--- config.mk ---
export PLATFORM = sky130hd
export DESIGN_NAME = uart_rx_flat
export DESIGN_NICKNAME = d
export VERILOG_FILES = /design/src/rtl/uart_pkg.sv /design/src/rtl/uart_rx_if.sv /design/src/rtl/sync_2ff.sv /design/src/rtl/uart_rx.sv /design/src/flat_wrapper.sv
export SDC_FILE = /design/constraint.sdc
export NUM_CORES = 1
export LEC_CHECK = 0
export CORE_MARGIN = 5
export CORE_UTILIZATION = 60
export DETAILED_ROUTE_END_ITERATION = 16
export DONT_BUFFER_PORTS = 1
export MAX_ROUTING_LAYER = met4
export PLACE_DENSITY = 0.82
export SYNTH_ARGS = -nofsm -noshare
export SYNTH_HDL_FRONTEND = slang
export SYNTH_SLANG_ARGS = --single-unit
--- constraint.sdc ---
create_clock -name clk -period 4.1 [get_ports clk]
set_input_delay 0.41 -clock clk [delete_from_list [all_inputs] [get_ports clk]]
set_output_delay 0.41 -clock clk [all_outputs]
set_load 0.005 [all_outputs]
--- src/rtl/uart_pkg.sv ---
// Shared UART helpers used by both the transmit and receive blocks.
package uart_pkg;

    function automatic int uart_frame_bits(
        input int data_bits,
        input int parity_bits,
        input int stop_bits
    );
        return data_bits + parity_bits + stop_bits;
    endfunction

    function automatic logic uart_parity(input logic [9:0] bits);
        return ^bits;
    endfunction

endpackage

--- src/rtl/uart_rx_if.sv ---
// Received-word handshake bundle: word, status flags, valid/ready.
interface uart_rx_if #(
    parameter int DataBits = 8
);
    logic [DataBits-1:0] data_out;
    logic                data_out_valid;
    logic                data_out_ready;
    logic                parity_error;
    logic                frame_error;
    logic                overrun_error;

    modport master (
        output data_out, data_out_valid,
        output parity_error, frame_error, overrun_error,
        input  data_out_ready
    );

    modport slave (
        input  data_out, data_out_valid,
        input  parity_error, frame_error, overrun_error,
        output data_out_ready
    );
endinterface

--- src/rtl/sync_2ff.sv ---
// Two-flop synchronizer for an asynchronous single-bit input.
module sync_2ff #(
    parameter logic Reset = 1'b1
) (
    input  logic clk,
    input  logic rst,
    input  logic d,
    output logic q
);
    logic s1;

    always_ff @(posedge clk or posedge rst) begin
        if (rst) begin
            s1 <= Reset;
            q  <= Reset;
        end else begin
            s1 <= d;
            q  <= s1;
        end
    end
endmodule

--- src/rtl/uart_rx.sv ---
// UART receiver: mid-bit sampling of start/data/parity/stop bits.
module uart_rx
    import uart_pkg::*;
#(
    parameter int ClockDivider = 8,
    parameter int DataBits     = 8,
    parameter int StopBits     = 1,
    parameter int ParityBits   = 0
) (
    input  logic clk,
    input  logic rst,
    input  logic in_bit,
    uart_rx_if.master rx
);
    localparam int Half = ClockDivider / 2;
    localparam int N =
        uart_frame_bits(DataBits, ParityBits, StopBits);
    localparam int CW = $clog2(ClockDivider);
    localparam int IW = $clog2(N);

    localparam logic [CW-1:0] CntHalf = CW'(Half - 1);
    localparam logic [CW-1:0] CntLast = CW'(ClockDivider - 1);
    localparam logic [IW-1:0] IdxData = IW'(DataBits - 1);
    localparam logic [IW-1:0] IdxLast = IW'(N - 1);

    localparam logic [2:0] S_IDLE   = 3'd0;
    localparam logic [2:0] S_START  = 3'd1;
    localparam logic [2:0] S_DATA   = 3'd2;
    localparam logic [2:0] S_PARITY = 3'd3;
    localparam logic [2:0] S_STOP   = 3'd4;

    if (ClockDivider < 2 || DataBits < 5 || DataBits > 9 ||
        StopBits < 1 || StopBits > 2 ||
        ParityBits < 0 || ParityBits > 1) begin : g_bad_param
        $error("uart_rx: illegal parameter combination");
    end

    logic                in_sync;
    logic                in_prev;
    logic [2:0]          state;
    logic [CW-1:0]       cnt;
    logic [IW-1:0]       idx;
    logic [DataBits-1:0] sh;
    logic                perr_acc;
    logic                ferr_acc;
    logic [DataBits-1:0] dout;
    logic                valid;
    logic                perr;
    logic                ferr;
    logic                ovr;
    logic                bit_end;

    sync_2ff #(.Reset(1'b1)) u_sync (
        .clk (clk),
        .rst (rst),
        .d   (in_bit),
        .q   (in_sync)
    );

    assign bit_end = (cnt == CntLast);

    always_ff @(posedge clk or posedge rst) begin
        if (rst) begin
            state    <= S_IDLE;
            cnt      <= '0;
            idx      <= '0;
            sh       <= '0;
            perr_acc <= 1'b0;
            ferr_acc <= 1'b0;
            in_prev  <= 1'b1;
            dout     <= '0;
            valid    <= 1'b0;
            perr     <= 1'b0;
            ferr     <= 1'b0;
            ovr      <= 1'b0;
        end else begin
            in_prev <= in_sync;
            ovr     <= 1'b0;
            cnt     <= cnt + 1'b1;
            if (valid && rx.data_out_ready)
                valid <= 1'b0;
            case (state)
                S_IDLE: begin
                    if (in_prev && !in_sync) begin
                        state <= S_START;
                        cnt   <= '0;
                    end
                end
                S_START: begin
                    if (cnt == CntHalf) begin
                        cnt      <= '0;
                        idx      <= '0;
                        perr_acc <= 1'b0;
                        ferr_acc <= 1'b0;
                        state    <= in_sync ? S_IDLE : S_DATA;
                    end
                end
                S_DATA: begin
                    if (bit_end) begin
                        cnt <= '0;
                        idx <= idx + 1'b1;
                        sh  <= {in_sync, sh[DataBits-1:1]};
                        if (idx == IdxData)
                            state <= (ParityBits != 0) ? S_PARITY
                                                       : S_STOP;
                    end
                end
                S_PARITY: begin
                    if (bit_end) begin
                        cnt      <= '0;
                        idx      <= idx + 1'b1;
                        perr_acc <= uart_parity(10'({sh, in_sync}));
                        state    <= S_STOP;
                    end
                end
                S_STOP: begin
                    if (bit_end) begin
                        cnt <= '0;
                        idx <= idx + 1'b1;
                        if (idx != IdxLast) begin
                            ferr_acc <= ferr_acc | !in_sync;
                        end else begin
                            state <= S_IDLE;
                            // A held word still unread drops this one.
                            if (!valid || rx.data_out_ready) begin
                                dout  <= sh;
                                valid <= 1'b1;
                                perr  <= perr_acc;
                                ferr  <= ferr_acc | !in_sync;
                            end else begin
                                ovr <= 1'b1;
                            end
                        end
                    end
                end
                default: state <= S_IDLE;
            endcase
        end
    end

    assign rx.data_out       = dout;
    assign rx.data_out_valid = valid;
    assign rx.parity_error   = perr;
    assign rx.frame_error    = ferr;
    assign rx.overrun_error  = ovr;
endmodule

--- src/flat_wrapper.sv ---
// flat-port wrapper written by rule: the top's interface ports become plain ports
module uart_rx_flat import uart_pkg::*;
#(
    parameter int ClockDivider = 8,
    parameter int DataBits     = 8,
    parameter int StopBits     = 1,
    parameter int ParityBits   = 0
)
  (clk, rst, in_bit, rx_data_out, rx_data_out_valid, rx_parity_error, rx_frame_error, rx_overrun_error, rx_data_out_ready);
  uart_rx_if #(.DataBits(DataBits)) rx_i ();
  input  logic clk;
  input  logic rst;
  input  logic in_bit;
  output wire logic [$bits(rx_i.data_out)-1:0] rx_data_out;
  output wire logic [$bits(rx_i.data_out_valid)-1:0] rx_data_out_valid;
  output wire logic [$bits(rx_i.parity_error)-1:0] rx_parity_error;
  output wire logic [$bits(rx_i.frame_error)-1:0] rx_frame_error;
  output wire logic [$bits(rx_i.overrun_error)-1:0] rx_overrun_error;
  input wire logic [$bits(rx_i.data_out_ready)-1:0] rx_data_out_ready;
  assign rx_data_out = rx_i.data_out;
  assign rx_data_out_valid = rx_i.data_out_valid;
  assign rx_parity_error = rx_i.parity_error;
  assign rx_frame_error = rx_i.frame_error;
  assign rx_overrun_error = rx_i.overrun_error;
  assign rx_i.data_out_ready = rx_data_out_ready;
  uart_rx #(.ClockDivider(ClockDivider), .DataBits(DataBits), .StopBits(StopBits), .ParityBits(ParityBits)) u_core (.clk(clk), .rst(rst), .in_bit(in_bit), .rx(rx_i));
endmodule
# ---- Word-level counts from Yosys, hierarchy flattened
# Index checks and enable logic that the tools add are counted.
dict set report totals {
  latch_bits 0
  mem_bits_ro 0
  mem_bits_rw 0
  mem_count 0
  register_bits 35
  out_inout_bits 12
}
dict set report op_classes {
  shift 0
  addsub 2
  n_lt_le_gt_ge 0
  eq_ne 17
  n_reduce_logical 17
  n_mux 31
  bitwise 2
  multipliers 0
  n_div 0
}
# operator count
set op_table {}
lappend op_table {{3-bit two-way mux} 10}
lappend op_table {{2-bit by 1-bit inequality test with 1-bit output, second input constant} 8}
lappend op_table {{3-bit case mux with 5 select lines} 1}
lappend op_table {{1-bit two-way mux} 13}
lappend op_table {{10-bit XOR reduction} 1}
lappend op_table {{3-bit by 2-bit equality test with 1-bit output, second input constant} 3}
lappend op_table {{3-bit case mux with 3 select lines} 1}
lappend op_table {{4-bit two-way mux} 2}
lappend op_table {{4-bit case mux with 2 select lines} 1}
lappend op_table {{4-bit AND reduction} 2}
lappend op_table {{7-bit AND reduction} 1}
lappend op_table {{3-bit equality test, second input constant} 2}
lappend op_table {{3-bit AND reduction} 2}
lappend op_table {{2-bit nonzero test} 3}
lappend op_table {{4-bit by 1-bit adder with 4-bit output, second input constant} 1}
lappend op_table {{4-bit by 3-bit equality test with 1-bit output, second input constant} 1}
lappend op_table {{4-bit inequality test, second input constant} 1}
lappend op_table {{1-bit case mux with 2 select lines} 2}
lappend op_table {{3-bit by 1-bit adder with 3-bit output, second input constant} 1}
lappend op_table {{3-bit by 1-bit equality test with 1-bit output, second input constant} 1}
lappend op_table {{3-bit zero test} 1}
lappend op_table {{3-bit OR reduction} 1}
lappend op_table {{1-bit logical AND} 2}
lappend op_table {{1-bit zero test} 2}
lappend op_table {{6 further kinds} 6}

# ---- Logic depth before layout (Yosys ltp)
# Gate-level depths: netlist of the first run.
dict set report logic_depth {
  depth_word 6
  ltp_mapped 7
}

# ---- Modules after synthesis
# A second synthesis of the first run with hierarchy kept.
dict set report unflattened {
  cells_unflattened 140
  area_unflattened_um2 1760.4
}
# mod cells_per_inst area_each_um2 n_inst
set by_module_without_submodules {}
lappend by_module_without_submodules {uart_rx 137 1704.1 1}
lappend by_module_without_submodules {sync_2ff 3 56.3 1}

# ---- Worst setup path after synthesis of the first run
# OpenSTA, ideal clock, no wires.
dict set report synth_timing {
  path_type {register to register}
  start {register u_core.cnt[0]}
  end {register u_core.state[1]}
  stages_incl_launch_ff 8
  arrival_ps 1820
  required_time_ps 3972
  setup_slack_ps 2152
  path_buffers 1
  synth_period_minus_slack_ps 1948
  path_cell_list {dfrtp_1 ha_1 ha_1 clkbuf_2 and4b_1 or3_1 nand4_1 mux2_1}
}
dict set report synth_between {
  elab_chain_len 3
}
# item line_no
set synth_lines {}
lappend synth_lines {{start: declaration} uart_rx.sv:41} ;# logic [CW-1:0] cnt;
lappend synth_lines {{start signal: assignment} uart_rx.sv:79} ;# cnt <= cnt + 1'b1;
lappend synth_lines {{3-bit equality test / 3-bit by 2-bit equality test with 1-bit output (equally long branches)} {uart_rx.sv:60, uart_rx.sv:90}}
lappend synth_lines {{2-bit by 1-bit inequality test with 1-bit output (no source line)} -}
lappend synth_lines {{7-bit AND reduction (no source line) *} -}
lappend synth_lines {{end signal: assignment} uart_rx.sv:95} ;# state <= in_sync ? S_IDLE : S_DATA;
lappend synth_lines {{end signal: assignment} uart_rx.sv:104} ;# state <= (ParityBits != 0) ? S_PARITY
lappend synth_lines {{end: declaration} uart_rx.sv:40} ;# logic [2:0] state;
# Mark *: on every way between the ends. The rest lies on a longest branch, timed or not.
# A chain may end at the register's enable or synchronous reset.

# ---- Worst setup path after layout of the first run
dict set report layout_timing {
  start {register u_core.cnt[0]}
  end {register u_core.dout[0] (netlist: u_core.rx.data_out[0])}
}
dict set report layout_between {
  elab_chain_len 2
}
# item line_no
set layout_lines {}
lappend layout_lines {{3-bit equality test} uart_rx.sv:60} ;# assign bit_end = (cnt == CntLast);
lappend layout_lines {{4-bit AND reduction (no source line)} -}
lappend layout_lines {{end signal: assignment} uart_rx.sv:126} ;# dout <= sh;
lappend layout_lines {{end: declaration} uart_rx.sv:46} ;# logic [DataBits-1:0] dout;
# Every way passes these cells.

==> run summary, run 1 <==
Outcome: finished clean
Final #Nets: 152
Die H: 63.0 um
Setup CP Type: reg -> reg
Die area: 3970 um^2
Synth-to-layout area growth: 6.30%
Post-synth cell types: 41
RSZ-0062 raised after global routing: no
Setup violators final: 0
CP endpoint kind: flip-flop
Final Hold Viols: 0
Most common library cell in the layout ignoring fill and taps: dfrtp_1
Power Internal: 688 uW
Top post-synthesis cells by area: dfrtp_1 (47%), mux2_2 (12%), dfstp_2 (4.7%), ha_1 (4.4%), nand2b_1 (2.2%)
Antenna violations before repair: 0
Hold Crit Class: in -> async
Placement Setup Slack: 1.80 ns
Relative slew margins: 39.5%
CP arrival: 2.53 ns
Cts repair resizes: 0
Final min period: 2.31 ns
Reg2Reg Setup Slack: 1.79 ns
Total CTS buffers: 5
RR Startpoint: u_core.cnt[0]$_DFF_PP0_
Commonest cells after routing, fill and taps aside: dfrtp_1 (32), mux2_2 (18), inv_1 (8)
First-pass GRT wire length: 4.87 mm
Clock group share of total power: 30.3%
CTS Buffer Depth: 2
Final worst slack: 1.79 ns
Worst-path clk slew: 0.10 ns
Switching share of power: 30.5%
H-Tree Depth: 2
Cells on worst reg2reg path: 5
Max Cap Violations: 0
Cell area after synthesis: 1690 um^2
GRT Resource Usage Total: 16.3%
Top cell type's share of synthesized area: 47.4%
IO Pins: 16
Layout cell share with drive strength beyond 1: 22.4%
Crit path from: u_core.cnt[0]$_DFF_PP0_
Gpl congestion: 0.832
Final number of max-transition violations: 0
Clock root buffer master: clkbuf_4
Initial Util: 61.7%
Combinational Power Share: 23.4%
Critical path peak fanout: 10
Worst EP required: 4.32 ns
Core area: 2730 um^2
FFs w/ async S/R, synth: 100%
Fin Clk Skew: 0.00819 ns
Post-Syn Instances: 140
CTS tree: yes
Routed vias/inst: 5.99
WL final: 2.73 mm
Ys Warns: 0
Switching power: 302 uW
Sequential Power Share: 46.2%
Tcrit/Tclk final: 56.2%
Static leakage: 0.000877 uW
Clock latency on the worst-skew pair: 0.34 ns
# rows: 19
Post-DRT Antenna Nets: 0
Biggest area consumer among synthesized cells: dfrtp_1
Fmax: 434 MHz
Port Buffers: 0
Die X: 63.0 um
Main synth FF type: dfrtp_1
Synthesized flop and latch total: 35
Sequential fraction of the synthesis area: 52.1%
DR DRC count: 0
Initial DRC Count: 84
Vias: 1,043
R2R Path End: u_core.rx.data_out[0]$_DFFE_PP0P_
Syn_nets: 150
EDFF count, synth: 0
Setup_tns: 0 ns
PD cells: 552 nW/um^2
Post-CTS Setup Inserts: 0
Worst vdd ir: 0.440 mV
GRT overflow: 0
Post-Syn Area per Cell: 12.1 um^2
Final HPWL DP: 1.91 mm
Routed WL per cell: 15.7 um
Slew @ Worst Pin: 0.906 ns
Diode count: 0
Pin count of the biggest net entering global routing: 36
Pre-antenna DRT Iters: 4
Number of global-route vias before repair: 1,011
Post-CTS Hold Fix Bufs: 0
Crit start category: flip-flop
CTS Sinks: 35
==> worst max-delay path, cell delays in order (launching register included) <==
cell and delay, ns:
dfrtp_1 0.37, ha_1 0.19, ha_1 0.32, nand3_1 0.16, nor2b_1 0.73, mux2_2 0.41
==> state kept, by name (all words and copies together) (netlist names), 3 cells and up <==
register / cells
u_core.cnt: 3
u_core.idx: 4
u_core.rx.data_out: 8
u_core.sh: 8
u_core.state: 3
==> layout make-up <==
class / instances / area, um^2
well taps: 31 / 38.8
clock buffers: 6 / 41.3
flip-flops and latches: 35 / 880
inverters: 8 / 30.0
fillers: 226 / 940
clock inverters: 2 / 60.1
repair buffers: 1 / 7.51
multi-input cells: 91 / 737
==> worst max-delay path by stage <==
stage	end	slack, ns	cells after the start
CTS	u_core.rx.data_out[0]$_DFFE_PP0P_	1.77	5
finish	u_core.rx.data_out[0]$_DFFE_PP0P_	1.79	5
global placement	u_core.rx.data_out[1]$_DFFE_PP0P_	1.91	5
global route	u_core.rx.data_out[4]$_DFFE_PP0P_	1.58	5
floorplan	u_core.state[1]$_DFFE_PP0P_	2.15	7
detailed placement	u_core.rx.data_out[4]$_DFFE_PP0P_	1.80	5
==> through the flow <==
step / hold slack [ns] / utilization (%) / cells / total power, uW / cell area (um^2)
global placement: 0.351 / 61.9 / 166 / 680 / 1690
floorplan: 0.345 / - / 140 / 656 / 1690
global route: 0.0352 / 65.6 / 174 / 1060 / 1790
detailed placement: 0.352 / 61.9 / 166 / 697 / 1690
finish: 0.0408 / 65.6 / 174 / 990 / 1790
CTS: 0.0457 / 65.6 / 174 / 1000 / 1790
==> synthesized netlist by cell type, types with 2 or more instances <==
library cell	number
dfrtp_1	32
nand2_1	7
nand2b_1	6
dfstp_2	3
ha_1	6
nand4_1	2
o21ai_0	4
and3b_1	2
buf_4	2
o22ai_1	3
nor3_1	3
nor2_1	4
nor2b_1	2
xor2_1	2
a21oi_1	4
nand3_1	3
mux2_2	18
buf_2	2
xnor2_1	4
a31oi_1	2
inv_1	8
a21o_1	2
==> logic make-up (layout without fill, tap and decap cells) <==
logic type,Yosys count,in the layout,share of synthesized area [%]
adders and majority gates,6,6,4.45
DFF,35,35,52.1
and+or+nand+nor,37,37,13.2
xor gates and xnor gates,7,7,4.45
AOI/OAI and AO/OA,22,22,8.90
buffers and inverters,14,17,4.22
muxes,19,19,12.7
==> routing by layer <==
| layer | global-route usage (%) | up-vias | share of wire [%] |
|---|---|---|---|
| met3 | 5.58 | 6 | 4.8 |
| met2 | 23.7 | 15 | 49 |
| met4 | 7.96 | 0 | 1.5 |
| met1 | 20.2 | 524 | 45 |
| met5 | - | - | 0 |
| li1 | - | 498 | - |
==> power groups by stage <==
| stage | Clock, uW | Sequential [uW] | Combinational (uW) |
|---|---|---|---|
| 2_1_floorplan | 0 | 426 | 230 |
| 3_3_place_gp | 0 | 459 | 221 |
| 4_1_cts | 310 | 458 | 235 |
| 6_report | 300 | 458 | 232 |
| 3_5_place_dp | 0 | 465 | 233 |
| 5_1_grt | 334 | 467 | 261 |
Note: power is estimated with default switching activity, not from simulation.
==> run 2, diff against run 1 <==
--- a/config.mk
+++ b/config.mk
@@ -6,11 +6,11 @@
 export NUM_CORES = 1
 export LEC_CHECK = 0
 export CORE_MARGIN = 5
-export CORE_UTILIZATION = 60
+export CORE_UTILIZATION = 55
 export DETAILED_ROUTE_END_ITERATION = 16
 export DONT_BUFFER_PORTS = 1
 export MAX_ROUTING_LAYER = met4
-export PLACE_DENSITY = 0.82
+export PLACE_DENSITY = 0.79
 export SYNTH_ARGS = -nofsm -noshare
 export SYNTH_HDL_FRONTEND = slang
 export SYNTH_SLANG_ARGS = --single-unit
==> constraint.sdc (replaced) <==
create_clock -name clk -period 2 [get_ports clk]
set_input_delay 0.2 -clock clk [delete_from_list [all_inputs] [get_ports clk]]
set_output_delay 0.2 -clock clk [all_outputs]
set_load 0.005 [all_outputs]
==> run summary, run 2 (synthesis gave the netlist of run 1 again) <==
Initial DRC Count: 78 (was 84)
CTS tree: yes (unchanged)
Max Cap Violations: 0 (unchanged)
Worst-path clk slew: 0.10 ns (about the same)
Antenna violations before repair: 0 (unchanged)
First-pass GRT wire length: 5.24 mm (was 4.87 mm)
Final min period: 1.88 ns (was 2.31 ns)
Worst EP required: 2.24 ns (was 4.32 ns)
Placed instance count: 174 (was 166)
RSZ-0062 raised after global routing: no (unchanged)
Slew @ Worst Pin: 0.442 ns (was 0.906 ns)
# rows: 20 (was 19)
CP endpoint kind: flip-flop (unchanged)
Routed WL per cell: 16.5 um (was 15.7 um)
Core area: 3000 um^2 (was 2730 um^2)
Static leakage: 0.000891 uW (was 0.000877 uW)
Crit start category: flip-flop (unchanged)
Fmax: 532 MHz (was 434 MHz)
Post-DRT Antenna Nets: 0 (unchanged)
Routed vias/inst: 5.78 (was 5.99)
Pre-antenna DRT Iters: 4 (unchanged)
Hold Crit Class: in -> reg (was in -> async)
Clock latency on the worst-skew pair: 0.33 ns (was 0.34 ns)
CTS Sinks: 35 (unchanged)
Tcrit/Tclk final: 94.0% (was 56.2%)
Commonest cells after routing, fill and taps aside: dfrtp_1 (32), mux2_2 (18), inv_1 (8) (unchanged)
Critical Path, Cell by Cell: ha_2 -> ha_4 -> and4bb_1 -> a311oi_2 -> buf_4 -> or4_1 -> o211ai_1 (was ha_1 -> ha_1 -> nand3_1 -> nor2b_1 -> mux2_2)
Max incr delay on CP: 0.50 ns (was 0.73 ns)
Synth-to-layout area growth: 8.90% (was 6.30%)
GRT Resource Usage Total: 16.4% (was 16.3%)
GRT overflow: 0 (unchanged)
Final HPWL DP: 2.22 mm (was 1.91 mm)
Slowest cell on crit path: or4_1 (was nor2b_1)
Layout cell share with drive strength beyond 1: 25.8% (was 22.4%)
WL final: 3.03 mm (was 2.73 mm)
Outcome: finished clean (unchanged)
PD cells: 1000 nW/um^2 (was 552 nW/um^2)
Total CTS buffers: 5 (unchanged)
Setup CP Type: reg -> reg (unchanged)
Diode count: 0 (unchanged)
Die H: 65.4 um (was 63.0 um)
Initial Util: 56.2% (was 61.7%)
H-Tree Depth: 2 (unchanged)
Die X: 65.4 um (was 63.0 um)
Number of global-route vias before repair: 1,107 (was 1,011)
Gpl congestion: 0.788 (was 0.832)
Final number of max-transition violations: 0 (unchanged)
Fin Clk Skew: 0.00857 ns (was 0.00819 ns)
Crit path max-delay family: simple AND/OR/NAND/NOR gates (unchanged)
Post-CTS Setup Inserts: 0 (unchanged)
Relative slew margins: 70.2% (was 39.5%)
Most common library cell in the layout ignoring fill and taps: dfrtp_1 (unchanged)
Vias: 1,063 (was 1,043)
Critical path peak fanout: 8 (was 10)
Fillers: 251 (was 226)
Post-Layout Cell Count: 184 (was 174)
Setup_tns: 0 ns (unchanged)
Port Buffers: 0 (unchanged)
Final Hold Viols: 0 (unchanged)
Setup violators final: 0 (unchanged)
Clock root buffer master: clkbuf_4 (unchanged)
Final #Nets: 160 (was 152)
DR DRC count: 0 (unchanged)
Die area: 4280 um^2 (was 3970 um^2)
CTS Buffer Depth: 2 (unchanged)
CP arrival: 2.12 ns (was 2.53 ns)
IO Pins: 16 (unchanged)
Pin count of the biggest net entering global routing: 36 (unchanged)
Worst vdd ir: 0.481 mV (was 0.440 mV)
Buf+Inv Stages, Crit Path: 1 (was 0)
[run 2: cell types whose count changed in the layout (fill, tap and decap cells not counted), sizes merged]
cell         delta
buf             +6
bufinv          -2
dlygate4sd3     +2
clkbuf          +1
clkinv          +1
[run 2: worst register-to-register path, delay by kind of cell (launching register included)]
kind | cells | cell delay, ns
adder cells (fa/ha/maj) | 2 | 0.38
flip-flops | 1 | 0.37
AO/OA/AOI/OAI | 2 | 0.16
buffers and inverters | 1 | 0.19
AND/OR/NAND/NOR | 2 | 0.71
[run 2: path summary, 6_finish.rpt]
path	from	endpoint	slack, ns	depth (start not counted)
setup reg to reg	u_core.cnt[0]$_DFF_PP0_	u_core.idx[3]$_DFFE_PP0P_	0.12	7
setup / recovery	u_core.cnt[0]$_DFF_PP0_	u_core.idx[3]$_DFFE_PP0P_	0.12	7
hold / removal	rx_data_out_ready	u_core.rx.overrun_error$_DFF_PP0_	0.07	2
max in group asynchronous	rst	u_core.in_prev$_DFF_PP1_	1.26	3
min in group asynchronous	rst	u_core.sh[0]$_DFFE_PP0P_	0.40	3
hold reg to reg	u_core.u_sync.s1$_DFF_PP1_	u_core.u_sync.q$_DFF_PP1_	0.36	0
[run 2: area by class of cell]
type / count / area (um^2) / share of cell area [%]
Multi-Input combinational cell: 91 / 752 / 40.9
Clock buffer: 7 / 45.0 / 2.45
Clock inverter: 1 / 5.00 / 0.272
Inverter: 8 / 30.0 / 1.63
Sequential cell: 35 / 880 / 47.9
Tap cell: 33 / 41.3 / 2.25
Timing Repair Buffer: 9 / 85.1 / 4.63
[run 2: repair_timing]
item / CTS / global route
hold buffers: 2 / 0
setup endpoints to repair: 1 / 10
resized for setup: 1 / 2
pin swaps: 0 / 1
endpoints found under the hold margin: 33 / 0
[run 2: metrics by stage]
step / worst slack (ns) / util [%] / hold slack [ns] / cell area (um^2) / power, uW
floorplan: 0.0521 / - / 0.204 / 1690 / 1350
global placement: 0.0945 / 58.4 / 0.201 / 1750 / 1430
detailed placement: 0.0141 / 58.4 / 0.205 / 1750 / 1490
CTS: 0.0499 / 60.8 / 0.0729 / 1830 / 1850
global route: 0.0146 / 61.2 / 0.0790 / 1840 / 1980
finish: 0.119 / 61.2 / 0.0711 / 1840 / 1840
[run 2: routing by layer]
layer  wire length (um)  vias up  global-route usage [%]  share of wire, %
met2               1560       18                    25.8                52
met1               1330      528                    20.8                44
li1                   -      512                       -                 -
met3                107        5                    4.27               3.5
met5                  0        -                       -                 0
met4                 27        0                    5.18              0.89
[run 2: power by group]
group / switching [uW] / internal (uW)
clock network: 219 / 137
logic: 298 / 262
registers: 126 / 798
total: 643 / 1200
==> run 3, diff against run 2 <==
--- a/config.mk
+++ b/config.mk
@@ -5,6 +5,7 @@
 export SDC_FILE = /design/constraint.sdc
 export NUM_CORES = 1
 export LEC_CHECK = 0
+export CORE_ASPECT_RATIO = 0.75
 export CORE_MARGIN = 5
 export CORE_UTILIZATION = 55
 export DETAILED_ROUTE_END_ITERATION = 16
==> run summary, run 3 (synthesis gave the netlist of run 1 again) <==
Clock latency on the worst-skew pair: 0.29 ns (was 0.33 ns)
Post-DRT Antenna Nets: 0 (unchanged)
RSZ-0062 raised after global routing: no (unchanged)
Vias: 1,099 (was 1,063)
Setup_tns: 0 ns (unchanged)
Combinational Power Share: 30.9% (was 30.4%)
Hold path startpoint: rx_data_out_ready (unchanged)
WL final: 3.21 mm (was 3.03 mm)
Worst-path clk slew: 0.07 ns (was 0.10 ns)
PD cells: 1060 nW/um^2 (was 1000 nW/um^2)
Switching power: 677 uW (was 643 uW)
Final #Nets: 161 (was 160)
Total CTS buffers: 5 (unchanged)
Critical path peak fanout: 6 (was 8)
CTS tree: yes (unchanged)
Port Buffers: 0 (unchanged)
Min-Delay Path Depth: 2 (unchanged)
Switching share of power: 33.9% (was 34.9%)
# rows: 17 (was 20)
GRT overflow: 0 (unchanged)
Fin Clk Skew: 0.00864 ns (was 0.00857 ns)
Diode count: 0 (unchanged)
Pre-antenna DRT Iters: 4 (unchanged)
CP arrival: 2.08 ns (was 2.12 ns)
Most common library cell in the layout ignoring fill and taps: dfrtp_1 (unchanged)
Final Core Density: 64.0% (was 61.2%)
Layout cell share with drive strength beyond 1: 25.0% (was 25.8%)
Final Instance Area: 1880 um^2 (was 1840 um^2)
Placed inst area: 1770 um^2 (was 1750 um^2)
Routed vias/inst: 5.78 (about the same)
RR Startpoint: u_core.cnt[0]$_DFF_PP0_ (unchanged)
Relative slew margins: 67.5% (was 70.2%)
R2R Path End: u_core.state[1]$_DFFE_PP0P_ (was u_core.idx[3]$_DFFE_PP0P_)
Routed WL per cell: 16.9 um (was 16.5 um)
Final HPWL DP: 2.28 mm (was 2.22 mm)
Sequential Power Share: 44.9% (was 50.2%)
Pin count of the biggest net entering global routing: 36 (unchanged)
Clock group share of total power: 24.2% (was 19.3%)
H-Tree Depth: 2 (unchanged)
Tcrit/Tclk final: 95.3% (was 94.0%)
Max Cap Violations: 0 (unchanged)
Fillers: 229 (was 251)
DR DRC count: 0 (unchanged)
Max incr delay on CP: 0.38 ns (was 0.50 ns)
Synth-to-layout area growth: 11.3% (was 8.90%)
CP endpoint kind: flip-flop (unchanged)
Reg area: 880 um^2 (unchanged)
Fmax: 525 MHz (was 532 MHz)
Number of global-route vias before repair: 1,223 (was 1,107)
Worst EP required: 2.17 ns (was 2.24 ns)
Cells on worst reg2reg path: 6 (was 7)
Die area: 4290 um^2 (was 4280 um^2)
Worst vdd ir: 0.547 mV (was 0.481 mV)
IO Pins: 16 (unchanged)
Final Hold Viols: 0 (unchanged)
Antenna violations before repair: 0 (unchanged)
Gpl congestion: 0.817 (was 0.788)
Crit start category: flip-flop (unchanged)
WHS Endpoint: u_core.rx.overrun_error$_DFF_PP0_ (unchanged)
Power Internal: 1320 uW (was 1200 uW)
CTS Buffer Depth: 2 (unchanged)
Clock root buffer master: clkbuf_8 (was clkbuf_4)
Hold Crit Class: in -> reg (unchanged)
Setup violators final: 0 (unchanged)
Die X: 74.0 um (was 65.4 um)
Final min period: 1.91 ns (was 1.88 ns)
Commonest cells after routing, fill and taps aside: dfrtp_1 (32), mux2_2 (18), inv_1 (8) (unchanged)
Initial Util: 57.5% (was 56.2%)
Final number of max-transition violations: 0 (unchanged)
CTS Sinks: 35 (unchanged)
GRT Resource Usage Total: 17.8% (was 16.4%)
Core area: 2940 um^2 (was 3000 um^2)
Slew @ Worst Pin: 0.483 ns (was 0.442 ns)
Die H: 58.0 um (was 65.4 um)
Final worst slack: 0.0947 ns (was 0.119 ns)
First-pass GRT wire length: 5.42 mm (was 5.24 mm)
Placement Setup Slack: 0.0396 ns (was 0.0141 ns)
Multi-input gate area: 749 um^2 (was 752 um^2)
Reg2Reg Setup Slack: 0.09 ns (was 0.12 ns)
Setup CP Type: reg -> reg (unchanged)
Critical Path, Cell by Cell: ha_1 -> ha_4 -> and4b_1 -> or3_1 -> nand4_1 -> mux2_1 (was ha_2 -> ha_4 -> and4bb_1 -> a311oi_2 -> buf_4 -> or4_1 -> o211ai_1)
Static leakage: 0.000909 uW (was 0.000891 uW)
Initial DRC Count: 112 (was 78)
Slowest cell on crit path: dfrtp_1 (was or4_1)
Outcome: finished clean (unchanged)
run 3: cell count changes in the layout (fill, tap and decap cells not counted), sizes merged:
| cell | before | now |
|---|---|---|
| clkbuf | 7 | 8 |
| buf | 7 | 8 |
| clkinv | 1 | 0 |
run 3: through the flow:
stage	hold WS, ns	power, uW	instances
after floorplan	0.204	1350	140
after global placement	0.203	1450	180
after detailed placement	0.205	1500	180
after CTS	0.116	1990	190
after global routing	0.120	2130	190
final	0.116	2000	190
run 3: worst max path at each step:
stage,start,to,slack (ns),cells past startpoint
2_1_floorplan,u_core.cnt[0]$_DFF_PP0_,u_core.state[1]$_DFFE_PP0P_,0.05,7
3_3_place_gp,u_core.cnt[0]$_DFF_PP0_,u_core.state[1]$_DFFE_PP0P_,0.09,6
3_5_place_dp,u_core.cnt[0]$_DFF_PP0_,u_core.state[1]$_DFFE_PP0P_,0.04,6
4_1_cts,u_core.cnt[0]$_DFF_PP0_,u_core.state[1]$_DFFE_PP0P_,0.03,6
5_1_grt,u_core.cnt[0]$_DFF_PP0_,u_core.idx[3]$_DFFE_PP0P_,0.007,7
6_report,u_core.cnt[0]$_DFF_PP0_,u_core.state[1]$_DFFE_PP0P_,0.09,6
run 3: power by group through the flow:
stage	Combinational (uW)	Clock, uW	Sequential, uW
after floorplan	471	0	874
after global placement	560	0	890
after detailed placement	605	0	900
after CTS	609	496	888
after global routing	697	529	902
final	616	484	895
run 3: per-layer routing:
metal  routed length (um)  global-route usage [%]  vias up
met5                    0                       -        -
met1                 1380                    19.5      541
met3                  198                    7.11        8
met2                 1560                    28.3       32
met4                   80                    8.53        0
li1                     -                       -      518
run 3: area by class of cell:
cell class                 instances  share of cell area (%)
sequential                        35                    46.8
inverter                           8                    1.60
tap                               38                    2.53
clock buffer                       8                    4.26
multi-input combinational         91                    39.9
timing repair buffer              10                    4.93
run 3: critical path: cells and delay by family, from the launching register on:
kind,cells,cell delay (ns)
adder cells (fa/ha/maj),2,0.46
flip-flops,1,0.38
multiplexers,1,0.34
AND/OR/NAND/NOR,3,0.61
run 3: what timing repair did:
item                       CTS  global route
hold endpoints to repair    33             0
setup endpoints to repair    0             2
resized for setup            0             2
hold buffers                 2             0
setup buffers                0             0
